==> src/rtl/uart_tx_frame.sv <==
// UART transmitter: start bit, LSB-first data, optional parity, stop bit; Prescale CLK cycles per bit.
// Build option UART_TX_TWO_STOP_EN stretches the stop bit to two bit periods.
module uart_tx_frame #(
    parameter int unsigned Data_Width = 8,
    parameter int unsigned C_W        = $clog2(Data_Width)
) (
    input  logic                  CLK,
    input  logic                  RST,
    input  logic                  PAR_EN,
    input  logic                  PAR_TYP,
    input  logic [5:0]            Prescale,
    input  logic                  Data_Valid,
    input  logic [Data_Width-1:0] P_DATA,
    output logic                  TX_OUT,
    output logic                  Busy
);

    localparam logic [C_W-1:0] LAST_IDX = C_W'(Data_Width - 1);

    typedef enum logic [2:0] {
        IDLE   = 3'd0,
        START  = 3'd1,
        DATA   = 3'd2,
        PARITY = 3'd3,
        STOP   = 3'd4
    } state_t;

    state_t                state;
    logic [5:0]            cnt;
    logic [5:0]            presc_q;
    logic [C_W-1:0]        bit_idx;
    logic [Data_Width-1:0] shift_reg;
    logic [Data_Width-1:0] shift_nxt;
    logic                  par_en_q;
    logic                  parity_q;
    logic                  bit_end;
`ifdef UART_TX_TWO_STOP_EN
    logic                  stop_second;
`endif

    // Bit period ends on the last count of the latched (zero-corrected) prescale.
    assign bit_end   = (cnt == presc_q - 6'd1);
    assign shift_nxt = shift_reg >> 1;

    always_ff @(posedge CLK or posedge RST) begin
        if (RST) begin
            state       <= IDLE;
            cnt         <= '0;
            presc_q     <= '0;
            bit_idx     <= '0;
            shift_reg   <= '0;
            par_en_q    <= 1'b0;
            parity_q    <= 1'b0;
            TX_OUT      <= 1'b1;
            Busy        <= 1'b0;
`ifdef UART_TX_TWO_STOP_EN
            stop_second <= 1'b0;
`endif
        end else begin
            case (state)
                IDLE: begin
                    if (Data_Valid) begin
                        shift_reg <= P_DATA;
                        par_en_q  <= PAR_EN;
                        parity_q  <= (^P_DATA) ^ PAR_TYP;
                        presc_q   <= (Prescale == 6'd0) ? 6'd1 : Prescale;
                        cnt       <= '0;
                        bit_idx   <= '0;
                        state     <= START;
                        TX_OUT    <= 1'b0;
                        Busy      <= 1'b1;
                    end
                end
                START: begin
                    if (bit_end) begin
                        cnt    <= '0;
                        state  <= DATA;
                        TX_OUT <= shift_reg[0];
                    end else begin
                        cnt <= cnt + 6'd1;
                    end
                end
                DATA: begin
                    if (bit_end) begin
                        cnt       <= '0;
                        shift_reg <= shift_nxt;
                        if (bit_idx == LAST_IDX) begin
                            bit_idx <= '0;
                            if (par_en_q) begin
                                state  <= PARITY;
                                TX_OUT <= parity_q;
                            end else begin
                                state  <= STOP;
                                TX_OUT <= 1'b1;
                            end
                        end else begin
                            bit_idx <= bit_idx + C_W'(1);
                            TX_OUT  <= shift_nxt[0];
                        end
                    end else begin
                        cnt <= cnt + 6'd1;
                    end
                end
                PARITY: begin
                    if (bit_end) begin
                        cnt    <= '0;
                        state  <= STOP;
                        TX_OUT <= 1'b1;
                    end else begin
                        cnt <= cnt + 6'd1;
                    end
                end
                STOP: begin
                    if (bit_end) begin
                        cnt <= '0;
`ifdef UART_TX_TWO_STOP_EN
                        if (!stop_second) begin
                            stop_second <= 1'b1;
                        end else begin
                            stop_second <= 1'b0;
                            state       <= IDLE;
                            Busy        <= 1'b0;
                        end
`else
                        state <= IDLE;
                        Busy  <= 1'b0;
`endif
                    end else begin
                        cnt <= cnt + 6'd1;
                    end
                end
                default: begin
                    state  <= IDLE;
                    TX_OUT <= 1'b1;
                    Busy   <= 1'b0;
                end
            endcase
        end
    end

endmodule

==> config.mk <==
export PLATFORM = sky130hd
export DESIGN_NAME = uart_tx_frame
export DESIGN_NICKNAME = d
export VERILOG_FILES = /design/src/rtl/uart_tx_frame.sv
export SDC_FILE = /design/constraint.sdc
export NUM_CORES = 1
export LEC_CHECK = 0
export ABC_AREA = 1
export BUFFER_PORTS_ARGS = -buffer_cell sky130_fd_sc_hd__clkbuf_2
export CORE_UTILIZATION = 58
export DETAILED_ROUTE_END_ITERATION = 16
export PLACE_DENSITY = 0.85
export SYNTH_ARGS = -nofsm -noshare
export SYNTH_HDL_FRONTEND = slang
export SYNTH_SLANG_ARGS = --single-unit
==> constraint.sdc <==
create_clock -name CLK -period 2.4 [get_ports CLK]
set_clock_uncertainty 0.15 [all_clocks]
set_input_delay 0.48 -clock CLK [delete_from_list [all_inputs] [get_ports CLK]]
set_output_delay 0.48 -clock CLK [all_outputs]
set_load 0.01 [all_outputs]
==> results.py, run 1 <==
metrics = {
    "clocking": {
        "cts-root-buf": "clkbuf_4",
        "cts_sinks": 30,
        "cts_made_buffers": 5,
        "cts_resized": 0,
        "clock_path_buffers": 2,
        "path_clk_slew_ps": 90,
        "cts_tree": "yes",
        "insertion_delay_ps": 340,
        "hold_buffers": 0,
        "postCtsSetupRepairBufs": 0,
        "cts_max_level": 2,
    },
    "timing": {
        "slew_headroom_pct": 72.7,
        "fin_crit_ps": 2170,
        "hold_violations": 0,
        "setup_viol": 0,
        "final_max_slew_viol_count": 0,
        "fmax_ghz": 0.461,
        "finalCritPeriodShare_pct": 90.4,
        "tightestPinTransition_ps": 408,
        "rsz0062_at_grt": "no",
        "tns_ps": 0,
    },
    "power": {
        "power_leakage_nw": 1.13,
        "power_density_mw_per_mm2": 1260,
        "peakVddDrop_mv": 0.566,
    },
    "detailed_routing": {
        "ant_nets": 0,
        "remaining_drc_errors": 0,
        "drt-initial-drc-count": 75,
        "wl_microns": 3620,
        "route.detailed.wl_per_inst_microns": 10.9,
        "drt-pass1-iter-count": 4,
        "vias_per_cell": 5.06,
        "vias": 1674,
    },
    "floorplan": {
        "dieArea_sq_mm": 0.00344,
        "dieWidth_microns": 58.6,
        "rows": 20,
        "core_area_sq_mm": 0.00305,
        "ios": 21,
        "die_y_microns": 58.6,
        "start_util_pct": 60.9,
    },
    "place": {
        "dpl.cell_count": 324,
        "io_buffers": 20,
        "gp_congestion": 0.845,
        "dp_hpwl_microns": 2690,
        "dpl_cell_area_sq_mm": 0.00201,
    },
    "setup_path": {
        "crit_path_start_kind": "register",
        "cp-end-kind": "register",
        "worstReg2RegStart": "presc_q[0]",
        "cp_data_arrival_time_ps": 2280,
        "crit_chain": "inv_1 > ha_1 > inv_1 > nand2_1 > nand3_1 > nand2_1 > nand2_1 > nor2_4 > nand4_2 > nand2_2 > nand2_1 > o21ai_1",
        "crit_buf_inv": 2,
        "cp_slowest_cell": "dfrtp_1",
        "crit_top_cell": "nand2_1",
        "regToRegEndpoint": "shift_reg[1]",
        "cp_top_family": "simple AND/OR/NAND/NOR gates",
        "r2r_slack_ps": 230,
        "worstPathMaxFanout": 11,
        "worstRegToRegCells": 12,
        "slowest_delay_ps": 380,
        "crit_start": "presc_q[0]",
        "crit_required_ps": 2510,
        "path_class": "register to register",
    },
    "final_layout": {
        "mostFrequentLayoutCell": "nand2_1",
        "drive_above_1_share_pct": 15.0,
        "insertedDiodeCount": 0,
        "fillers": 268,
        "nets": 310,
        "fin_cells": 331,
        "area_delta_synth_final_pct": 10.4,
        "layout_common_cells": "93 x nand2_1, 32 x inv_1, 29 x dfrtp_1",
        "largest_reg_flops": 8,
        "finalInstanceArea_sq_mm": 0.00205,
    },
    "hold_path": {
        "hp-class": "input pin to async pin",
    },
    "logic_synthesis": {
        "ys_ff_latch": 30,
        "yosysUniqueCellTypes": 28,
        "synthCells": 262,
        "avgSynthCellArea_sq_um": 7.10,
        "synth_nets": 285,
        "yosysWarningCount": 0,
        "netlist_area_sq_mm": 0.00186,
        "synth.yosys.seq_area_share_pct": 40.4,
    },
    "global_routing": {
        "track_usage_pct": 24.1,
        "grt_max_degree": 31,
        "grt_pass1_vias": 1473,
        "gr-total-overflow": 0,
        "grt_pass1_wl_microns": 6100,
        "antenna_found_initial": 0,
    },
    "run_status": {
        "outcome": "completed",
    },
    "flow_run": {
        "max_cap_violations": 0,
    },
}
==> synth_stat cells <==
| cell | instances | share of area, % |
|---|---|---|
| a21oi_1 | 1 | 0.27 |
| buf_4 | 1 | 0.40 |
| buf_6 | 1 | 0.61 |
| clkbuf_1 | 3 | 0.61 |
| dfrtp_1 | 29 | 39 |
| dfstp_2 | 1 | 1.4 |
| ha_1 | 4 | 2.7 |
| inv_1 | 32 | 6.5 |
| inv_2 | 4 | 0.81 |
| nand2_1 | 93 | 19 |
| nand2_2 | 3 | 1.0 |
| nand3_1 | 26 | 7.0 |
| nand3_4 | 1 | 0.94 |
| nand4_1 | 1 | 0.34 |
| nand4_2 | 1 | 0.67 |
| nor2_1 | 19 | 3.8 |
| nor2_2 | 1 | 0.34 |
| nor2_4 | 1 | 0.61 |
| nor3_1 | 2 | 0.54 |
| o21a_1 | 1 | 0.40 |
| o21ai_0 | 16 | 4.3 |
| o21ai_1 | 3 | 0.81 |
| o21ai_4 | 1 | 0.88 |
| o22ai_1 | 3 | 1.0 |
| o31ai_1 | 1 | 0.40 |
| or2_2 | 2 | 0.67 |
| xnor2_1 | 6 | 2.8 |
| xor2_1 | 5 | 2.4 |
==> worst max-delay path by stage <==
stage                   end  slack (ps)  cells after the start
3_3_place_gp   shift_reg[1]         310                     11
2_1_floorplan      state[1]         600                     12
4_1_cts        shift_reg[1]         230                     11
3_5_place_dp   shift_reg[1]         250                     11
6_report       shift_reg[1]         230                     12
5_1_grt        shift_reg[1]          30                     12
==> metrics by stage <==
stage	util [%]	hold WS [ps]	power, mW	setup WS, ps
2_1_floorplan	-	294	2.00	603
3_3_place_gp	65.7	310	2.24	312
3_5_place_dp	65.7	309	2.30	249
4_1_cts	67.2	35.9	2.59	226
5_1_grt	67.2	51.5	2.83	27.5
6_report	67.2	24.3	2.58	230
==> cells by family after synthesis <==
| kind of cell | count (synthesis) | share of synthesized area [%] |
|---|---|---|
| DFF | 30 | 40.4 |
| and+or+nand+nor | 150 | 34.7 |
| xor gates and xnor gates | 11 | 5.18 |
| adders and majority gates | 4 | 2.69 |
| buffers and inverters | 41 | 8.88 |
| AOI/OAI and AO/OA | 26 | 8.08 |
==> layout make-up <==
cell class | instances | area, sq um | share of cell area [%]
timing repair buffer | 23 | 123 | 5.98
clock buffer | 7 | 45.0 | 2.20
multi-input combinational | 191 | 942 | 45.9
sequential | 30 | 752 | 36.6
inverter | 36 | 135 | 6.59
tap | 44 | 55.1 | 2.68
==> tightest hold or removal path, stage by stage <==
cell	delay [ps]
clkbuf_2	80
inv_1	40
buf_4	330
==> per-layer routing <==
layer,up-vias,share of wire [%],track usage [%]
met3,5,5.0,6.59
met4,0,1.5,9.86
met5,-,0,0
met2,43,46,39.9
li1,866,-,-
met1,760,47,29.9
==> where the power goes <==
part / internal [mW] / switching (mW)
combinational: 0.499 / 0.898
sequential: 0.730 / 0.176
clock: 0.110 / 0.169
Note: power is estimated with default switching activity, not from simulation.
==> inputs of run 2 (changes only) <==
--- a/config.mk
+++ b/config.mk
@@ -6,9 +6,9 @@
 export NUM_CORES = 1
 export LEC_CHECK = 0
 export ABC_AREA = 1
-export BUFFER_PORTS_ARGS = -buffer_cell sky130_fd_sc_hd__clkbuf_2
-export CORE_UTILIZATION = 58
+export CORE_UTILIZATION = 63
 export DETAILED_ROUTE_END_ITERATION = 16
+export DONT_BUFFER_PORTS = 1
 export PLACE_DENSITY = 0.85
 export SYNTH_ARGS = -nofsm -noshare
 export SYNTH_HDL_FRONTEND = slang
==> run 2 against run 1 <==
  * Clock power increased by 33%
  * Non-clock buffer count is 19 lower
  * Total power increased by 1.4%
  * Critical path type unchanged
  * Critical endpoint unchanged
  * Critical path depth is 1 lower
  * First-iteration DRC count shrank 17%
  * Sequential cell count unchanged
  * Largest power group unchanged
  * Setup slack better by 32 ps
==> results.py, run 2 (same netlist as run 1, synthesis figures left out) <==
metrics = {
    "timing": {
        "tightestPinTransition_ps": 412,
        "setup_viol": 0,
        "tns_ps": 0,
        "hold_violations": 0,
        "fmax_ghz": 0.468,
        "rsz0062_at_grt": "no",
        "fin_crit_ps": 2140,
        "final_max_slew_viol_count": 0,
        "finalCritPeriodShare_pct": 89.1,
        "slew_headroom_pct": 72.5,
        "postLayoutSetupSlackWorst_ps": 262,
    },
    "floorplan": {
        "die_y_microns": 56.3,
        "dieArea_sq_mm": 0.00317,
        "start_util_pct": 66.8,
        "dieWidth_microns": 56.3,
        "core_area_sq_mm": 0.00278,
        "rows": 19,
        "ios": 21,
    },
    "setup_path": {
        "worstPathMaxFanout": 11,
        "crit_path_start_kind": "register",
        "regToRegEndpoint": "shift_reg[1]",
        "r2r_slack_ps": 260,
        "path_class": "register to register",
        "crit_required_ps": 2520,
        "crit_start": "presc_q[0]",
        "slowest_delay_ps": 390,
        "cp_slowest_cell": "dfrtp_1",
        "crit_chain": "inv_1 > ha_1 > nand2_1 > nand2_1 > nor2_1 > nand2_1 > nor2_4 > nand4_2 > nand2_2 > nand2_1 > o21ai_1",
        "worstRegToRegCells": 11,
        "worstReg2RegStart": "presc_q[0]",
        "cp-end-kind": "register",
        "crit_top_cell": "nand2_1",
        "endpoint": "shift_reg[1]",
        "cp_data_arrival_time_ps": 2260,
    },
    "final_layout": {
        "drive_above_1_share_pct": 9.67,
        "nets": 291,
        "fin_util_pct": 71.2,
        "layout_common_cells": "93 x nand2_1, 32 x inv_1, 29 x dfrtp_1",
        "fillers": 209,
        "largest_reg_flops": 8,
        "mostFrequentLayoutCell": "nand2_1",
        "insertedDiodeCount": 0,
        "area_delta_synth_final_pct": 6.46,
        "fin_cells": 300,
    },
    "detailed_routing": {
        "wl_microns": 3420,
        "drt-pass1-iter-count": 4,
        "wl_met2_microns": 1530,
        "route.detailed.wl_per_inst_microns": 11.4,
        "vias": 1573,
        "drt-met1-wl_microns": 1680,
        "drt-initial-drc-count": 62,
        "highest_layer": "met4",
        "met3_length_microns": 153,
        "vias_per_cell": 5.24,
        "ant_nets": 0,
        "remaining_drc_errors": 0,
    },
    "place": {
        "dpl.cell_count": 291,
        "io_buffers": 0,
        "gp_congestion": 0.819,
        "dp_slack_ps": 283,
        "dp_hpwl_microns": 2590,
    },
    "clocking": {
        "cts_made_buffers": 5,
        "cts-root-buf": "clkbuf_4",
        "insertion_delay_ps": 330,
        "postCtsSetupRepairBufs": 0,
        "cts_sinks": 30,
        "cts_resized": 0,
        "hold_buffers": 1,
        "clock_path_buffers": 2,
        "cts_tree": "yes",
        "cts_max_level": 2,
        "path_clk_slew_ps": 100,
    },
    "global_routing": {
        "grt_max_degree": 31,
        "track_usage_pct": 25.7,
        "antenna_found_initial": 0,
        "grt_pass1_wl_microns": 6110,
        "gr-total-overflow": 0,
        "grt_pass1_vias": 1437,
    },
    "flow_run": {
        "max_cap_violations": 0,
    },
    "run_status": {
        "outcome": "completed",
    },
    "power": {
        "comb_power_share_pct": 50.8,
        "power_density_mw_per_mm2": 1320,
        "peakVddDrop_mv": 0.908,
        "clock_power_share_pct": 14.2,
        "swShare_pct": 46.1,
        "internal_power_mw": 1.41,
        "switchingPower_mw": 1.21,
        "p_seq_share_pct": 35.0,
        "power_leakage_nw": 1.07,
    },
    "hold_path": {
        "holdPathStages": 1,
        "hp-class": "input pin to register",
    },
}
## run 2: cell count changes in the layout (fill, tap and decap cells not counted)
| cell | change |
|---|---|
| clkbuf_1 | -2 |
| dlygate4sd3_1 | +1 |
| clkbuf_2 | -20 |
| clkbuf_8 | +3 |
## run 2: final cells by class
cell class | instances | area [sq um] | area share (%)
tap | 31 | 38.8 | 1.96
sequential | 30 | 752 | 38.0
multi-input combinational | 191 | 942 | 47.6
inverter | 36 | 135 | 6.83
clock buffer | 8 | 78.8 | 3.98
timing repair buffer | 4 | 32.5 | 1.64
## run 2: metal layers
layer	up-vias	track usage, %
met5	-	0
met4	0	10.8
met3	4	7.14
met2	32	39.6
met1	709	34.2
li1	828	-
## run 2: worst min path at each step
stage	startpoint	end
4_1_cts	Prescale[1]	presc_q[0]
5_1_grt	Prescale[1]	presc_q[0]
2_1_floorplan	parity_q	parity_q
3_5_place_dp	RST	presc_q[4]
3_3_place_gp	RST	presc_q[4]
6_report	Prescale[1]	presc_q[0]
## run 2: worst max-delay path, delay by kind of cell, from the launching register on
kind                       cells  cell delay (ps)
and+or+nand+nor                8             1060
DFF                            1              390
adders and majority gates      1              270
buffers and inverters          1              140
AOI/OAI and AO/OA              1               70
## run 2: power groups by stage
stage	Combinational, mW	Sequential (mW)	Clock [mW]
5_1_grt	1.55	0.946	0.407
4_1_cts	1.34	0.913	0.380
6_report	1.33	0.916	0.372
3_5_place_dp	1.34	0.922	0
2_1_floorplan	1.13	0.875	0
3_3_place_gp	1.30	0.918	0
## run 2: stage by stage
stage	area (sq um)	total power, mW	hold slack (ps)
global placement	1890	2.22	318
CTS	1980	2.64	78.3
finish	1980	2.62	88.2
floorplan	1860	2.00	294
global route	1980	2.90	71.6
detailed placement	1890	2.26	316
==> inputs of run 3 (changes only) <==
--- a/config.mk
+++ b/config.mk
@@ -9,7 +9,7 @@
 export CORE_UTILIZATION = 63
 export DETAILED_ROUTE_END_ITERATION = 16
 export DONT_BUFFER_PORTS = 1
-export PLACE_DENSITY = 0.85
+export PLACE_DENSITY = 0.84
 export SYNTH_ARGS = -nofsm -noshare
 export SYNTH_HDL_FRONTEND = slang
 export SYNTH_SLANG_ARGS = --single-unit
==> constraint.sdc (replaced) <==
create_clock -name CLK -period 2.7 [get_ports CLK]
set_clock_uncertainty 0.15 [all_clocks]
set_input_delay 0.54 -clock CLK [delete_from_list [all_inputs] [get_ports CLK]]
set_output_delay 0.54 -clock CLK [all_outputs]
set_load 0.01 [all_outputs]
==> run 3 against run 2 <==
  * Count of clock-buffer cells in the layout is the same
  * Largest power group unchanged
  * Critical endpoint unchanged
  * Total power is 13% lower
  * Hold slack got worse by 36 ps
==> results.py, run 3 (same netlist as run 1, synthesis figures left out) <==
metrics = {
    "run_status": {
        "outcome": "completed",
    },
    "detailed_routing": {
        "route.detailed.wl_per_inst_microns": 11.8,
        "wl_met2_microns": 1640,
        "drt-met1-wl_microns": 1650,
        "highest_layer": "met4",
        "drt-initial-drc-count": 53,
        "remaining_drc_errors": 0,
        "ant_nets": 0,
        "drt-pass1-iter-count": 4,
        "vias": 1604,
        "met3_length_microns": 169,
        "vias_per_cell": 5.38,
        "wl_microns": 3500,
    },
    "flow_run": {
        "max_cap_violations": 0,
    },
    "setup_path": {
        "worstReg2RegStart": "presc_q[0]",
        "crit_start": "presc_q[0]",
        "cp_data_arrival_time_ps": 2290,
        "crit_path_start_kind": "register",
        "r2r_slack_ps": 520,
        "crit_required_ps": 2810,
        "regToRegEndpoint": "shift_reg[1]",
        "path_class": "register to register",
        "cp-end-kind": "register",
        "cp_slowest_cell": "dfrtp_1",
        "slowest_delay_ps": 390,
        "crit_top_cell": "nand2_1",
        "worstRegToRegCells": 12,
        "crit_chain": "inv_1 > ha_1 > inv_1 > nand2_1 > nand3_1 > nand2_1 > nand2_1 > nor2_4 > nand4_2 > nand2_2 > nand2_1 > o21ai_1",
        "worstPathMaxFanout": 11,
    },
    "final_layout": {
        "largest_reg_flops": 8,
        "area_delta_synth_final_pct": 4.44,
        "finalInstanceArea_sq_mm": 0.00194,
        "nets": 289,
        "layout_common_cells": "93 x nand2_1, 32 x inv_1, 29 x dfrtp_1",
        "insertedDiodeCount": 0,
        "mostFrequentLayoutCell": "nand2_1",
        "fin_util_pct": 69.8,
        "drive_above_1_share_pct": 8.61,
    },
    "power": {
        "internal_power_mw": 1.19,
        "comb_power_share_pct": 52.0,
        "power_leakage_nw": 1.05,
        "peakVddDrop_mv": 0.895,
        "p_seq_share_pct": 35.7,
        "clock_power_share_pct": 12.3,
        "swShare_pct": 47.5,
        "switchingPower_mw": 1.08,
        "power_density_mw_per_mm2": 1170,
    },
    "clocking": {
        "cts_resized": 0,
        "postCtsSetupRepairBufs": 0,
        "cts_tree": "yes",
        "clock_path_buffers": 2,
        "cts-root-buf": "clkbuf_4",
        "path_clk_slew_ps": 100,
        "insertion_delay_ps": 330,
        "hold_buffers": 0,
        "cts_sinks": 30,
        "cts_max_level": 2,
        "cts_made_buffers": 5,
    },
    "timing": {
        "finalCritPeriodShare_pct": 80.9,
        "fmax_ghz": 0.458,
        "tightestPinTransition_ps": 710,
        "slew_headroom_pct": 52.6,
        "tns_ps": 0,
        "rsz0062_at_grt": "no",
        "final_max_slew_viol_count": 0,
        "fin_crit_ps": 2180,
        "hold_violations": 0,
        "setup_viol": 0,
    },
    "floorplan": {
        "die_y_microns": 56.3,
        "core_area_sq_mm": 0.00278,
        "dieWidth_microns": 56.3,
        "start_util_pct": 66.8,
        "ios": 21,
        "rows": 19,
        "dieArea_sq_mm": 0.00317,
    },
    "global_routing": {
        "gr-total-overflow": 0,
        "grt_pass1_vias": 1449,
        "grt_pass1_wl_microns": 6200,
        "grt_max_degree": 25,
        "antenna_found_initial": 0,
        "track_usage_pct": 25.6,
    },
    "hold_path": {
        "hp-class": "input pin to async pin",
    },
    "place": {
        "dpl_cell_area_sq_mm": 0.00188,
        "gp_congestion": 0.813,
        "io_buffers": 0,
        "dp_hpwl_microns": 2650,
    },
}
run 3: cell count changes in the layout (fill, tap and decap cells not counted), sizes merged:
cell         previous run  this run
buf                     3         2
dlygate4sd3             1         0
run 3: metrics by stage:
| step | std cells | power [mW] | hold slack, ps | worst slack (ps) |
|---|---|---|---|---|
| 6_report | 298 | 2.28 | 52.2 | 517 |
| 5_1_grt | 298 | 2.51 | 116 | 266 |
| 4_1_cts | 298 | 2.28 | 76.2 | 508 |
| 3_5_place_dp | 290 | 1.99 | 315 | 526 |
| 3_3_place_gp | 290 | 1.96 | 320 | 633 |
| 2_1_floorplan | 262 | 1.78 | 294 | 903 |
run 3: final cells by class:
type / instances / area [sq um]
Clock buffer: 8 / 58.8
Fill cell: 242 / 840
Inverter: 36 / 135
Multi-Input combinational cell: 191 / 942
Sequential cell: 30 / 752
Tap cell: 31 / 38.8
Timing Repair Buffer: 2 / 15.0
run 3: worst max-delay path by stage:
| stage | cells after the start | end | slack (ps) |
|---|---|---|---|
| global placement | 11 | shift_reg[6] | 630 |
| finish | 12 | shift_reg[1] | 520 |
| global route | 12 | shift_reg[1] | 270 |
| CTS | 11 | shift_reg[1] | 510 |
| floorplan | 12 | state[1] | 900 |
| detailed placement | 11 | shift_reg[1] | 530 |
run 3: layer usage:
| layer | track usage, % | vias up |
|---|---|---|
| met5 | 0 | - |
| met4 | 8.36 | 0 |
| met3 | 6.45 | 5 |
| met2 | 40.8 | 40 |
| met1 | 34.3 | 729 |
| li1 | - | 830 |
run 3: power groups by stage:
stage / sequential (mW) / combinational [mW] / clock [mW]
finish: 0.812 / 1.18 / 0.280
global route: 0.838 / 1.37 / 0.299
CTS: 0.808 / 1.19 / 0.287
detailed placement: 0.816 / 1.18 / 0
global placement: 0.815 / 1.15 / 0
floorplan: 0.778 / 1.00 / 0
run 3: critical path, delay by kind of cell (launching register included):
kind	cells	cell delay, ps
compound gates	1	90
fa+ha+maj	1	230
buf+inv	2	210
flops	1	390
simple gates	8	1050
